## src/rtl/mux_param_rr.sv

```systemverilog
// =============================================================================
// mux_param_rr : N-channel holding-register mux, fixed-selector or round-robin
// Optional round-robin arbitration built only when MUX_ROUNDROBIN_EN is defined.
// Revision 1.0
// =============================================================================
`default_nettype none

module mux_param_rr #(
  parameter int WIDTH    = 8,
  parameter int CHANNELS = 4,
  localparam int SELW    = (CHANNELS > 2) ? $clog2(CHANNELS) : 1
) (
  input  logic                      clk_4f,
  input  logic                      reset,
  input  logic [CHANNELS*WIDTH-1:0] Entrada,
  input  logic [CHANNELS-1:0]       validEntrada,
  output logic [CHANNELS-1:0]       readyEntrada,
  input  logic                      modo,
  input  logic [SELW-1:0]           selector,
  output logic [WIDTH-1:0]          Salida,
  output logic                      validSalida,
  input  logic                      readySalida,
  output logic [SELW-1:0]           canalSalida,
  output logic [15:0]               conteo
);

  logic [CHANNELS-1:0] hold_valid_q, hold_valid_d;
  logic [WIDTH-1:0]    hold_data_q [CHANNELS];
  logic [WIDTH-1:0]    hold_data_d [CHANNELS];
  logic [WIDTH-1:0]    salida_q, salida_d;
  logic                valid_q, valid_d;
  logic [SELW-1:0]     canal_q, canal_d;
  logic [15:0]         conteo_q, conteo_d;

  logic                out_free;
  logic                grant_valid;
  logic [SELW-1:0]     grant_idx;
  logic [CHANNELS-1:0] grant_oh;

`ifdef MUX_ROUNDROBIN_EN
  logic [SELW-1:0]     ptr_q, ptr_d;
`else
  logic                unused_modo;
  assign unused_modo = modo;
`endif

  assign out_free = ~valid_q | readySalida;

  always_comb begin
    grant_valid = 1'b0;
    grant_idx   = '0;
`ifdef MUX_ROUNDROBIN_EN
    if (out_free && modo) begin
      // Search starts one past the last granted channel, wrapping to 0.
      for (int k = 1; k <= CHANNELS; k++) begin
        int idx;
        idx = (int'(ptr_q) + k) % CHANNELS;
        if (!grant_valid && hold_valid_q[idx]) begin
          grant_valid = 1'b1;
          grant_idx   = idx[SELW-1:0];
        end
      end
    end else if (out_free) begin
      if ((int'(selector) < CHANNELS) && hold_valid_q[selector]) begin
        grant_valid = 1'b1;
        grant_idx   = selector;
      end
    end
`else
    if (out_free && (int'(selector) < CHANNELS) && hold_valid_q[selector]) begin
      grant_valid = 1'b1;
      grant_idx   = selector;
    end
`endif
  end

  assign grant_oh     = grant_valid ? (CHANNELS'(1) << grant_idx) : '0;
  assign readyEntrada = reset ? '0 : (~hold_valid_q | grant_oh);

  always_comb begin
    hold_valid_d = hold_valid_q;
    hold_data_d  = hold_data_q;
    salida_d     = salida_q;
    valid_d      = valid_q;
    canal_d      = canal_q;
    conteo_d     = conteo_q;
    for (int i = 0; i < CHANNELS; i++) begin
      if (validEntrada[i] && readyEntrada[i]) begin
        hold_valid_d[i] = 1'b1;
        hold_data_d[i]  = Entrada[i*WIDTH +: WIDTH];
      end else if (grant_oh[i]) begin
        hold_valid_d[i] = 1'b0;
      end
    end
    if (grant_valid) begin
      salida_d = hold_data_q[grant_idx];
      canal_d  = grant_idx;
      valid_d  = 1'b1;
    end else if (out_free) begin
      valid_d  = 1'b0;
    end
    if (valid_q && readySalida) begin
      conteo_d = conteo_q + 16'd1;
    end
  end

`ifdef MUX_ROUNDROBIN_EN
  assign ptr_d = grant_valid ? grant_idx : ptr_q;

  always_ff @(posedge clk_4f or posedge reset) begin
    if (reset) begin
      ptr_q <= SELW'(CHANNELS - 1);
    end else begin
      ptr_q <= ptr_d;
    end
  end
`endif

  always_ff @(posedge clk_4f or posedge reset) begin
    if (reset) begin
      hold_valid_q <= '0;
      for (int i = 0; i < CHANNELS; i++) begin
        hold_data_q[i] <= '0;
      end
      salida_q <= '0;
      valid_q  <= 1'b0;
      canal_q  <= '0;
      conteo_q <= '0;
    end else begin
      hold_valid_q <= hold_valid_d;
      hold_data_q  <= hold_data_d;
      salida_q     <= salida_d;
      valid_q      <= valid_d;
      canal_q      <= canal_d;
      conteo_q     <= conteo_d;
    end
  end

  assign Salida      = salida_q;
  assign validSalida = valid_q;
  assign canalSalida = canal_q;
  assign conteo      = conteo_q;

endmodule

`default_nettype wire
```

## config.mk

```make
export PLATFORM = sky130hd
export DESIGN_NAME = mux_param_rr
export DESIGN_NICKNAME = d
export VERILOG_FILES = /design/src/rtl/mux_param_rr.sv
export SDC_FILE = /design/constraint.sdc
export NUM_CORES = 1
export LEC_CHECK = 0
export ABC_CLOCK_PERIOD_IN_PS = 2600
export CAP_MARGIN = 25
export CORE_ASPECT_RATIO = 0.6
export CORE_UTILIZATION = 41
export DETAILED_ROUTE_END_ITERATION = 8
export DONT_BUFFER_PORTS = 1
export PLACE_DENSITY = 0.67
export SLEW_MARGIN = 20
export SYNTH_ARGS = -nofsm -noshare
export SYNTH_HDL_FRONTEND = slang
export SYNTH_SLANG_ARGS = --single-unit
```

## constraint.sdc

```tcl
create_clock -name clk_4f -period 2.6 [get_ports clk_4f]
set_input_delay 0.26 -clock clk_4f [delete_from_list [all_inputs] [get_ports clk_4f]]
set_output_delay 0.26 -clock clk_4f [all_outputs]
set_load 0.01 [all_outputs]
```

==> impl_metrics.ini <==
[run_status]
outcome = complete, no violations

[clock_tree]
cts_resized = 0
path_clk_slew_ns = 0.05
clkLatencyLatePin_ns = 0.33
cts_hold_buf = 1
root_buffer = clkbuf_16
htree_num_levels = 3
postCtsSetupBuffers = 0
clockBufferDepth = 2
cts.sinks = 63
cts_buffers = 9
cts_tree = done

[logic_synthesis]
synth_area_leader_cell = dfrtp_1
ys_seq_elements = 63
synth_flop_cell = dfrtp_1
syn-cell-area_um2 = 2819
avgSynthCellArea_um2 = 12.64
synthCells = 223
synth.area.top_cells = dfrtp_1, mux2_2, xnor2_1
seq_area_frac_synth = 0.5593
synth_cell_types = 39
synth_edf_count = 0
ys.warnings.count = 0
synthTopCellsByCount = dfrtp_1, mux2_2, nand3_1, xnor2_1, nand2_1
synthesis.nets = 266
yosysMostFrequentCell = dfrtp_1
synth_top_area_frac = 0.5593
async_reset_ff_frac = 1.000

[sta]
period_minus_slack_ns = 1.928
relSlewSlack = 0.5943
setup_tns_ns = 0
hold_viol_final = 0
tightest_slew_ns = 0.6035
rsz0062_at_grt = no
post-route-period-util = 0.7417
fin_skew_ns = 0.007117
setup_viol = 0
max_freq_mhz = 518.5
slew_violations = 0

[place]
port_buffers = 0
dpl.hpwl_um = 4640
place.gp.congestion = 0.7522
dpl_cell_area_um2 = 2910

[drt]
drtIter0Drc = 63
drtPass1Iterations = 4
post_drt_wl_per_cell_um = 19.48
via_count = 1808
drc = 0
wl_um = 6254
ant_nets = 0
via_per_inst = 5.632

[power_and_ir_drop]
leakagePower_nw = 1.360
peakVddDrop_v = 0.0005839
p_per_area_nw_per_um2 = 974.6

[floorplanning]
fp.dieH_um = 66.23
core-area_um2 = 6359
die_area_um2 = 7222
rows = 22
die_x_um = 109.0
ioPinCount = 73
start_util = 0.4433

[global_routing]
grt_max_degree = 49
antenna_found_initial = 0
grt_util_all_layers = 0.1947
grt-ovfl-total = 0
grt_pass1_vias = 1897
grt_pass1_wl_um = 9956

[layout]
regArea_um2 = 1577
n_antenna_cell = 0
syn2layout_area_growth_pct = 14.11
n_fill_cell = 570
multi_input_area_um2 = 1175
final_area_um2 = 3217
drive_gt1_frac = 0.2574
final_nets = 275

[worst_setup_path]
crit_family = simple AND/OR/NAND/NOR gates
required_ns = 2.34
path_max_fanout = 8
cp-end-kind = output pin
path_class = flop to output pin
crit_chain = nand2b_1 -> nand2_1 -> o21a_1 -> nor2_1
slowest_delay_ns = 0.45
startpoint_type = flop
crit_arrival_ns = 1.67
slowest_stage = dfrtp_1
crit_buf_inv = 0

[min_path]
hold_path_class = primary input to flop

[run]
maxCapViolCount = 0
-- state kept, by name (all words and copies together) (netlist names) --
signal	flops
conteo	16
validSalida	1
canalSalida	2
hold_data_q	32
Salida	8
hold_valid_q	4
-- metrics by stage --
step           total power, W  setup slack [ns]  cells  hold slack, ns    util
6_report             0.003135            0.6715    321         0.03198  0.5059
3_5_place_dp         0.001993            0.7106    304          0.1211  0.4577
2_1_floorplan        0.001857            0.5899    223          0.3349       -
5_1_grt              0.003309            0.5629    321         0.02438  0.5059
3_3_place_gp         0.001960            0.7455    304          0.1196  0.4577
4_1_cts              0.003170            0.6832    321         0.02481  0.5059
-- per-layer routing --
layer  vias up  track usage  part of all wire
met5         -            0                 0
met1       902       0.2693              0.48
met2        70       0.2555              0.39
li1        828            -                 -
met4         0      0.06588             0.011
met3         8       0.1005              0.11
-- cell type report --
cell class / count / area share
Clock buffer: 14 / 0.08829
Inverter: 6 / 0.007390
Multi-Input combinational cell: 147 / 0.3652
Clock inverter: 2 / 0.003890
Timing Repair Buffer: 5 / 0.01245
Sequential cell: 63 / 0.4901
Tap cell: 84 / 0.03267
-- path summary, 6_finish.rpt --
path	from	endpoint	slack, ns	cells after the start
min in group asynchronous	reset	hold_data_q[4]	0.36	2
max in group asynchronous	reset	hold_data_q[23]	1.32	3
worst min register to register	hold_data_q[22]	hold_data_q[22]	0.51	1
worst max-delay path	validSalida	readyEntrada[2]	0.67	4
worst max register to register	validSalida	hold_data_q[15]	0.70	5
worst min-delay path	reset	hold_valid_q[0]	0.03	1
-- where the power goes --
group	switching, W	leakage (nW)	internal [W]
logic	0.000217	0.454	0.000270
clock network	0.000416	0.145	0.000747
registers	0.000254	0.761	0.00123
-- worst reg2reg max path, delay by kind of cell (launching register included) --
kind	cells	cell delay [ns]
buf+inv	1	0.16
compound gates	1	0.19
simple gates	2	0.55
mux	1	0.42
flops	1	0.45
-- layout by cell type (no fill, tap or decap), types with 8 or more instances in the layout --
cell / instances
nor2_1: 8
clkbuf_16: 9
a31oi_1: 9
xnor2_1: 11
nor3_1: 8
nand2_1: 10
dfrtp_1: 63
nand3_1: 15
mux2_2: 33
-- cells by family after synthesis --
| family | share of synthesized area |
|---|---|
| DFF | 0.5593 |
| buffers and inverters | 0.02397 |
| adders and majority gates | 0.004438 |
| and+or+nand+nor | 0.1194 |
| muxes | 0.1664 |
| xor gates and xnor gates | 0.04660 |
| AOI/OAI and AO/OA | 0.07989 |
(Power assumes the default switching activity.)
==> RTL edit 1 (config.mk and constraints unchanged) <==
`CHANNELS`: 4 -> 8.
--- a/src/rtl/mux_param_rr.sv
+++ b/src/rtl/mux_param_rr.sv
@@ -7,7 +7,7 @@
 
 module mux_param_rr #(
   parameter int WIDTH    = 8,
-  parameter int CHANNELS = 4,
+  parameter int CHANNELS = 8,
   localparam int SELW    = (CHANNELS > 2) ? $clog2(CHANNELS) : 1
 ) (
   input  logic                      clk_4f,
Interface: changed (5 resized); port bits go from 73 to 115. The function was not compared with the original's and may differ.
==> RTL edit 1 against the original RTL <==
Routed wire length up 69%; cell count up 57%; synthesized area up 68%; sequential cell count up 37; total power up 55%; setup slack worse by 0.0017 ns; final area up 61%; count of clock-buffer cells in the layout down 5.
==> RTL edit 1: results (changes against the original RTL) <==
- Status: completed
- Hpwl dp: 7910 µm (+70%)
- CTS root buf: clkbuf_16
- Top cells by area, synth: dfrtp_1, mux2_2, xnor2_1
- Pin count of the biggest net entering global routing: 55 (+12%)
- Master of the slowest instance on the critical path: dfrtp_1
- Leak pwr: 0.00214 µW (+57%)
- Drt pass-1 iters: 4 (unchanged)
- DRT iter0 DRCs: 111 (+76%)
- Synth cell count leaders: dfrtp_1, mux2_2, nand2_1
- Peak supply drop: 0.000398 V (-32%)
- Total GRT Usage: 19.1% (-0.39 points)
- Crit path max-delay family: simple AND/OR/NAND/NOR gates
- Post CTS Setup Buffer Count: 0 (unchanged)
- Clock transition at path regs: 0.07 ns (+0.02 ns)
- Nets: 441 (+60%)
- Vias: 2856 (+58%)
- Num CTS Buffers: 9 (unchanged)
- Longest Clk Path Bufs: 2 (unchanged)
- # fillers: 973 (+71%)
- GPL Wtd Cong: 0.829 (+10%)
- Worst Path Max Fanout: 6 (-2)
- R2r setup slk: 0.68 ns (-0.02 ns)
- N_diodes: 0 (unchanged)
- Max reg flops: 64 (+100%)
- Crit path largest cell delay: 0.47 ns (+0.02 ns)
- Worst skew pair latency: 0.35 ns (+0.02 ns)
- Share of cells above drive strength 1: 34.7% (+9.0 points)
- Vias in the first global route: 3073 (+62%)
- Post-DP Area: 0.00483 mm² (+66%)
- WL final: 10600 µm (+69%)
- Synth async-reset ratio: 100% (unchanged)
- Register area share after synthesis: 52.9% (-3.0 points)
- Worst-Margin Slew: 0.705 ns (+0.102 ns)
- First-pass GRT wire length: 17000 µm (+70%)
- Worst Skew: 0.0115 ns (+0.00435 ns)
- Netlist cell types: 55 (+41%)
- Initial antenna violation count: 3 (+3)
## RTL edit 1: area by class of cell
cell class                 instances  area [µm²]  share of cell area [%]
multi-input combinational        238        2100                    40.6
clock inverter                     7         106                    2.06
sequential                       100        2500                    48.4
timing repair buffer               4        32.5                   0.629
inverter                           8        32.5                   0.629
clock buffer                       9         225                    4.36
tap                              139         174                    3.36
## RTL edit 1: logic make-up (layout without fill, tap and decap cells)
family	count (synthesis)	count (layout)	share of synthesized area (%)
and+or+nand+nor	84	84	10.2
DFF	100	100	52.9
xor gates and xnor gates	15	15	2.78
muxes	89	89	22.0
adders and majority gates	1	1	0.265
buffers and inverters	22	28	2.70
AOI/OAI and AO/OA	49	49	9.10
## RTL edit 1: power by group
group          internal (µW)  switching (µW)
Sequential              2040             360
Combinational            589             388
Clock                    860             610
## RTL edit 1: per-layer routing
metal  share of wire, %  vias to the layer above  routed length [µm]  GRT usage, %
li1                   -                     1300                   -             -
met4               0.89                        2                  94          5.34
met3                9.1                       12                 962          8.52
met1                 47                     1443                4950          26.0
met2                 43                       99                4580          27.4
met5               0.11                        -                  12             0
## RTL edit 1: repair_timing
| action | 4_1_cts | 5_1_grt |
|---|---|---|
| hold endpoints to repair | 13 | 0 |
| hold buffers | 1 | 0 |
| resized for setup | 0 | 0 |
## RTL edit 1: worst paths after layout
| path | startpoint | to | cells past startpoint |
|---|---|---|---|
| min in group asynchronous | reset | hold_valid_q[0] | 2 |
| max | validSalida | readyEntrada[6] | 4 |
| max in group asynchronous | reset | hold_data_q[41] | 3 |
| min | reset | hold_valid_q[2] | 1 |
| min reg2reg | hold_data_q[15] | hold_data_q[15] | 1 |
| max reg2reg | validSalida | hold_data_q[44] | 5 |
## RTL edit 1: through the flow
step                util, %  instances  worst slack [ns]  hold WS (ns)
floorplan                 -        360             0.304         0.390
global placement       44.4        488             0.681         0.103
detailed placement     44.4        488             0.652         0.106
CTS                    47.5        505             0.642       0.00858
global route           47.5        505             0.564        0.0114
finish                 47.5        505             0.670        0.0185
==> RTL edit 2 (same flow settings) <==
Made on the original files. Build with the macro `MUX_ROUNDROBIN_EN` defined.
--- a/src/rtl/mux_param_rr.sv
+++ b/src/rtl/mux_param_rr.sv
@@ -4,6 +4,8 @@
 // Revision 1.0
 // =============================================================================
 `default_nettype none
+
+`define MUX_ROUNDROBIN_EN
 
 module mux_param_rr #(
   parameter int WIDTH    = 8,
Behaviour: not the same (a bounded check fails within 4 cycles, from zero or initial values and one cycle with reset high).
==> RTL edit 2 against the original RTL <==
Setup slack got worse by 0.61 ns; count of clock-buffer cells in the layout fell by 2; synthesized area rose by 13%; critical path type unchanged; routed wire length rose by 11%; die area rose by 12%; sequential cell count rose by 2; worst hold slack improved by 0.046 ns; final area rose by 18%; clock skew fell by 0.0033 ns.
Power is not compared: it rests on default switching activity, and its combinational part moved more than twofold at a synthesized area within 25%.
==> RTL edit 2: results (changes against the original RTL) <==
- DRT iter0 DRCs: 73 (+16%)
- Vias in the first global route: 2118 (+12%)
- GPL Wtd Cong: 0.823 (+9.4%)
- Met2 Usage GRT: 28.1% (+2.5 points)
- Hpwl dp: 4930 µm (+6.3%)
- Pin count of the biggest net entering global routing: 37 (-24%)
- Post-synthesis xor/xnor area fraction: 4.14% (-0.52 points)
- Met1 Use GR: 23.3% (-3.6 points)
- Status: completed
- Met3 usage: 10.2% (+0.19 points)
- Pre-CTS WS: -0.0261 ns (-0.737 ns)
- R2R cell count: 9 (+4)
- CP Data Arrival Time: 2.28 ns (+0.61 ns)
- Syn_nets: 291 (+9.4%)
- R2r setup slk: 0.07 ns (-0.63 ns)
- First-pass GRT wire length: 11100 µm (+12%)
- Share of cells above drive strength 1: 37.9% (+12 points)
- Post-synthesis mux area share: 20.3% (+3.7 points)
- Reg-to-Reg Start: hold_valid_q[0]
- Worst-Margin Slew: 0.453 ns (-0.150 ns)
- Top cells by area, synth: dfrtp_1, mux2_2, mux2_4
- Worst Hold Launch: Entrada[22]
- Reg2reg end: hold_data_q[11]
- Total GRT Usage: 18.7% (-0.76 points)
- Nets: 319 (+16%)
- Synth cell count leaders: dfrtp_1, mux2_2, nand2_1
RTL edit 2: worst register-to-register path, delay by kind of cell, from the launching register on:
kind                   cells  cell delay [ns]
AO/OA/AOI/OAI              4             1.01
AND/OR/NAND/NOR            1             0.21
multiplexers               1             0.30
flip-flops                 1             0.38
buffers and inverters      3             0.51
RTL edit 2: power by group through the flow:
stage / logic (µW) / registers, µW / clock network, µW
final: 1870 / 1860 / 1070
after global routing: 2040 / 1930 / 1150
after CTS: 1720 / 1880 / 1110
after detailed placement: 1640 / 1890 / 0
after global placement: 1590 / 1870 / 0
after floorplan: 1380 / 1740 / 0
RTL edit 2: cells by family (layout without fill, tap and decap cells):
kind of cell | Yosys count | count (layout)
compound gates | 32 | 32
fa+ha+maj | 1 | 1
xor+xnor | 15 | 15
simple gates | 66 | 66
mux | 47 | 47
flops | 65 | 65
buf+inv | 22 | 54
RTL edit 2: worst max-delay path by stage:
stage	start	end	slack (ns)	cells after the start
global route	hold_valid_q[0]	readyEntrada[0]	-0.03	9
CTS	hold_valid_q[0]	readyEntrada[0]	0.009	7
detailed placement	hold_valid_q[0]	readyEntrada[0]	-0.03	6
floorplan	hold_valid_q[1]	readyEntrada[0]	0.01	9
finish	hold_valid_q[1]	readyEntrada[0]	0.06	6
global placement	hold_valid_q[1]	readyEntrada[0]	0.02	6
RTL edit 2: final cells by class:
class                           instances  area [µm²]  area share, %
Tap cell                              104         130           3.44
Inverter                                9        37.5          0.992
Clock inverter                          3        17.5          0.463
Timing Repair Buffer                   30         239           6.32
Clock buffer                           12         246           6.52
Sequential cell                        65        1630           43.1
Multi-Input combinational cell        161        1480           39.2
RTL edit 2: through the flow:
stage / cells / setup TNS, ns / cell area, µm² / power, µW / hold slack, ns
after global routing: 384 / -0.0912 / 3780 / 5120 / 0.0581
after detailed placement: 361 / -0.0261 / 3380 / 3530 / 0.314
after CTS: 379 / 0 / 3690 / 4700 / 0.0639
after global placement: 361 / 0 / 3380 / 3470 / 0.310
after floorplan: 248 / 0 / 3180 / 3110 / 0.388
final: 384 / 0 / 3780 / 4800 / 0.0779
RTL edit 2: layer usage:
metal | routed length [µm] | share of wire (%) | vias to the layer above
met5 | 0 | 0 | -
met4 | 52 | 0.75 | 0
met3 | 629 | 9.1 | 7
met2 | 3230 | 47 | 62
met1 | 3000 | 43 | 1007
li1 | - | - | 940
RTL edit 2: what timing repair did:
action	4_1_cts	5_1_grt
hold buffers	1	0
pin swaps	2	5
hold endpoints to repair	63	0
buffers inserted	2	5
endpoints found under the setup margin	2	20
gates resized for setup	4	16
